**src/rtl/fetch_unit.sv**
```systemverilog
// Instruction fetch stage: holds the PC, fetches over a req/valid handshake and issues one
// instruction per visit to ISSUE. Optional misaligned-target trap: FETCH_MISALIGN_TRAP_EN.
module fetch_unit #(
    parameter logic [31:0] RESET_PC  = 32'h0000_0000,
    parameter logic [31:0] NOP_INSTR = 32'h0000_0013
`ifdef FETCH_MISALIGN_TRAP_EN
    ,
    parameter logic [31:0] TRAP_VECTOR = 32'h0000_0100
`endif
) (
    input  logic        i_clk,
    input  logic        i_reset,
    input  logic        i_stall,
    input  logic        i_branch,
    input  logic        i_cnt1,
    input  logic        i_cnt2,
    input  logic        i_zero,
    input  logic [31:0] i_imm_ext,
    input  logic [31:0] i_alu_result,
    input  logic [31:0] i_imem_rdata,
    input  logic        i_imem_valid,
    output logic        o_imem_req,
    output logic [31:0] o_imem_addr,
    output logic [31:0] o_pc,
    output logic [31:0] o_pc_plus4,
    output logic [31:0] o_instr,
    output logic [6:0]  o_opcode,
    output logic        o_instr_valid,
    output logic        o_misalign_err
);

    typedef enum logic {StFetch, StIssue} state_e;

    state_e      r_state;
    logic [31:0] r_pc;
    logic [31:0] r_instr;
    logic        r_instr_valid;
    logic        r_imem_req;
    logic [31:0] w_next_pc;

    // jalr beats jal, jal beats a taken branch, otherwise fall through
    always_comb begin
        w_next_pc = r_pc + 32'd4;
        if (i_cnt1 && i_cnt2) begin
            w_next_pc = i_alu_result & 32'hFFFF_FFFE;
        end else if (i_cnt1 || (i_branch && i_zero)) begin
            w_next_pc = r_pc + i_imm_ext;
        end
    end

`ifdef FETCH_MISALIGN_TRAP_EN
    logic r_misalign;
`endif

    always_ff @(posedge i_clk) begin
        if (i_reset) begin
            r_state       <= StFetch;
            r_pc          <= RESET_PC;
            r_instr       <= NOP_INSTR;
            r_instr_valid <= 1'b0;
            r_imem_req    <= 1'b0;
`ifdef FETCH_MISALIGN_TRAP_EN
            r_misalign    <= 1'b0;
`endif
        end else begin
            case (r_state)
                StFetch: begin
                    if (r_imem_req && i_imem_valid) begin
                        r_instr       <= i_imem_rdata;
                        r_instr_valid <= 1'b1;
                        r_imem_req    <= 1'b0;
                        r_state       <= StIssue;
                    end else begin
                        r_imem_req <= 1'b1;
                    end
                end
                StIssue: begin
                    if (!i_stall) begin
                        r_instr_valid <= 1'b0;
                        // request the next word immediately to sustain 3-cycle throughput
                        r_imem_req    <= 1'b1;
                        r_state       <= StFetch;
`ifdef FETCH_MISALIGN_TRAP_EN
                        if (w_next_pc[1:0] != 2'b00) begin
                            r_pc       <= TRAP_VECTOR;
                            r_misalign <= 1'b1;
                        end else begin
                            r_pc <= w_next_pc;
                        end
`else
                        r_pc <= w_next_pc;
`endif
                    end
                end
                default: r_state <= StFetch;
            endcase
        end
    end

    assign o_imem_req    = r_imem_req;
    assign o_imem_addr   = r_pc;
    assign o_pc          = r_pc;
    assign o_pc_plus4    = r_pc + 32'd4;
    assign o_instr       = r_instr;
    assign o_opcode      = r_instr[6:0];
    assign o_instr_valid = r_instr_valid;
`ifdef FETCH_MISALIGN_TRAP_EN
    assign o_misalign_err = r_misalign;
`else
    assign o_misalign_err = 1'b0;
`endif

endmodule

```
**config.mk**
```make
export PLATFORM = sky130hd
export DESIGN_NAME = fetch_unit
export DESIGN_NICKNAME = d
export VERILOG_FILES = /design/src/rtl/fetch_unit.sv
export SDC_FILE = /design/constraint.sdc
export NUM_CORES = 1
export LEC_CHECK = 0
export CAP_MARGIN = 0
export CORE_MARGIN = 2
export CORE_UTILIZATION = 39
export DETAILED_ROUTE_END_ITERATION = 16
export PLACE_DENSITY = 0.84
export SKIP_LAST_GASP = 1
export SLEW_MARGIN = 20
export SYNTH_ARGS = -nofsm -noshare
export SYNTH_HDL_FRONTEND = slang
export SYNTH_SLANG_ARGS = --single-unit
```
**constraint.sdc**
```tcl
create_clock -name i_clk -period 2.6 [get_ports i_clk]
set_input_delay 0.26 -clock i_clk [delete_from_list [all_inputs] [get_ports i_clk]]
set_output_delay 0.26 -clock i_clk [all_outputs]
set_load 0.05 [all_outputs]
```
==> results by group <==
Placement
  – Area after DPL: 0.00857 mm2
  – Routability congestion estimate: 0.964
  – HPWL after detailed placement: 16,200 um
  – Port buffer count: 239

Hold path
  – Hold_sp: i_reset
  – HP Class: in2reg

Yosys
  – Asr flop ratio synth: 0
  – Sequential area share after synthesis: 0.248
  – Mapped Cells: 732
  – EDFF count, synth: 0
  – Warnings, synthesis: 0
  – Mean Syn Cell Area: 7.38 um2
  – Ys flop type: dfxtp_1
  – Distinct cells, synth: 67
  – Synthesized Nets: 869
  – Mapped Area: 0.00540 mm2
  – Flops & latches, synth: 67

Layout
  – Cell area after layout: 0.00921 mm2
  – Antenna cells: 0
  – Post-layout util: 0.671
  – Layout area overhead: 70.5%
  – Final #Nets: 1,150
  – Register area: 0.00138 mm2
  – Ratio of cells with drive above 1 in the final layout: 0.229
  – Area of the multi-input gates: 0.00391 mm2
  – Fillers: 1,082

CTS
  – CTS Buf Count: 9
  – Clock latency on the worst-skew pair: 0.34 ns
  – Max Root-Sink Buffers: 2
  – H-tree depth: 3
  – Clock sink count: 67
  – CTS tree: done
  – CTS root buf: clkbuf_16
  – Hold-fix buffers, CTS: 0
  – Clock transition at path regs: 0.07 ns

Die
  – Die height: 122 um
  – I/O pins: 242
  – Site Rows: 43
  – Die Width: 122 um
  – Initial Util: 0.394
  – Core footprint: 0.0137 mm2
  – Die area: 0.0148 mm2

Pwr
  – Leakage: 0.00376 uW
  – Clk pwr share: 0.345
  – Power Density: 374 mW/mm2
  – Reg power frac: 0.320
  – Internal power: 2220 uW
  – Maximum VDD drop: 0.000359 V
  – Switching Fraction: 0.357
  – NetSw: 1230 uW
  – Logic pwr share: 0.335

Timing
  – Rel. slew slack: 0.625
  – Final min period: 2.57 ns
  – RSZ-0062 raised after global routing: true
  – Fmax: 0.389 GHz
  – Final setup fails: 0
  – Post-route setup TNS: 0 ns
  – Worst Max-Slew Pin Slew: 0.560 ns
  – Count of final max-slew check failures: 0
  – Clock skew: 0.0109 ns
  – Endpoints failing hold: 0
  – Period utilization: 0.988

Critical path
  – WS Path Type: reg2out
  – Worst endpoint required time: 2.34 ns
  – RR Startpoint: o_imem_addr[2]
  – Crit. Startpoint: o_imem_addr[4]
  – CP Capture Type: output pin
  – Crit start category: flop
  – Maximum fanout along the worst path: 7
  – Crit path DAT: 2.31 ns

GRT
  – Initial antenna violation count: 0
  – Vias in the first global route: 6,166
  – GRT Residual Overflow: 0
  – Pin count of the biggest net entering global routing: 42
  – First-pass GRT wire length: 32,100 um
  – Total GRT Usage: 0.275

Drt
  – Post-route DRC violation count: 0
  – Vias per std cell: 5.61
  – First DRT Iteration DRCs: 568
  – Via Count: 6,726
  – Avg WL per Cell: 18.2 um
  – Post-DRT Antenna Nets: 0
  – First-pass DRT Iterations: 5
  – Post-Route WL: 21,800 um

Run
  – Max Cap Viol: 0

Outcome
  – Outcome: completed
## logic make-up (layout without fill, tap and decap cells)
group | Yosys count | count (layout) | share of synthesized area
compound gates | 231 | 231 | 0.267
xor+xnor | 53 | 53 | 0.0859
fa+ha+maj | 33 | 33 | 0.0778
buf+inv | 91 | 377 | 0.0978
flops | 67 | 67 | 0.248
mux | 4 | 4 | 0.00741
other cells | 1 | 1 | 0.000694
simple gates | 252 | 252 | 0.215
## worst max-delay path, stage by stage, from the launching register on
cell and delay (ns):
dfxtp_2 0.36, buf_6 0.15, and4_4 0.24, nand4_1 0.17, nor2_4 0.19, and3_4 0.25, and2_1 0.17, nor2b_1 0.07
nand2b_1 0.20, buf_12 0.17
## cell type report
type,count,share of cell area
clock buffer,9,0.0245
clock inverter,7,0.00584
inverter,12,0.00489
multi-input combinational,574,0.424
sequential,67,0.150
tap,180,0.0245
timing repair buffer,349,0.366
## power by group through the flow
stage          Clock [uW]  Sequential, uW  Combinational, uW
6_report             1190            1100               1150
5_1_grt              1230            1110               1220
4_1_cts              1190            1100               1110
2_1_floorplan           0            1270                487
3_5_place_dp            0            1130               1100
3_3_place_gp            0            1120               1090
## cell usage after synthesis (all sizes together), types with 6 or more instances
| cell | number | share of area |
|---|---|---|
| nand2 | 131 | 0.091 |
| a21oi | 96 | 0.090 |
| dfxtp | 67 | 0.25 |
| buf | 45 | 0.063 |
| o21ai | 43 | 0.041 |
| nor2 | 38 | 0.026 |
| clkbuf | 33 | 0.025 |
| ha | 32 | 0.074 |
| xnor2 | 31 | 0.050 |
| xor2 | 22 | 0.036 |
| nand3 | 17 | 0.017 |
| a21o | 13 | 0.019 |
| o211ai | 13 | 0.018 |
| inv | 12 | 0.0083 |
| nand4 | 11 | 0.013 |
| nor3 | 11 | 0.011 |
| a211oi | 10 | 0.015 |
| and3 | 10 | 0.012 |
| nand2b | 6 | 0.0070 |
| nor2b | 6 | 0.0070 |
| o21bai | 6 | 0.0083 |
| o22ai | 6 | 0.0070 |
## per-layer routing
| layer | part of all wire | GRT usage |
|---|---|---|
| met1 | 0.40 | 0.347 |
| met2 | 0.50 | 0.474 |
| met3 | 0.071 | 0.0375 |
| met4 | 0.030 | 0.113 |
| met5 | 0 | 0 |
## path summary, 6_finish.rpt
path         cells after the start  slack (ns)         endpoint
max                              9        0.03   o_pc_plus4[27]
min                              2        0.26  o_imem_addr[11]
max reg2reg                     10        0.08  o_imem_addr[31]
min reg2reg                      2        0.45      o_instr[22]
## timing repair
action	in CTS	in global routing
pin swaps	9	26
setup buffers	3	6
gates resized for setup	13	43
endpoints found under the setup margin	15	28
## through the flow
| stage | instances | setup slack, ns | power (uW) | hold WS (ns) |
|---|---|---|---|---|
| 2_1_floorplan | 732 | -0.0501 | 1750 | 0.384 |
| 3_3_place_gp | 1173 | -0.356 | 2220 | 0.441 |
| 3_5_place_dp | 1173 | -0.410 | 2230 | 0.448 |
| 4_1_cts | 1192 | -0.0233 | 3410 | 0.254 |
| 5_1_grt | 1198 | -0.0946 | 3550 | 0.274 |
| 6_report | 1198 | 0.0311 | 3450 | 0.258 |
## cell usage in the layout, fill, tap and decap left out, types with 9 or more instances in the layout
master	synthesis	final
xor2_1	22	20
inv_1	12	12
o211ai_1	13	13
buf_12	0	16
clkbuf_16	0	9
xnor2_1	31	22
ha_1	32	23
clkdlybuf4s50_1	0	211
nand4_1	11	11
a21o_1	11	11
nand2_1	131	131
o21ai_0	39	37
a211oi_1	9	9
buf_4	43	115
dfxtp_2	0	17
nor3_1	10	9
nor2_1	38	36
dfxtp_1	67	45
nand3_1	16	13
a21oi_1	95	88
## sequential cells by signal, indices dropped and copies added (netlist names)
| register | count |
|---|---|
| o_imem_addr | 32 |
| o_instr_valid | 1 |
| o_imem_req | 1 |
| o_instr | 32 |
| r_state | 1 |
Note: power is estimated with default switching activity, not from simulation.
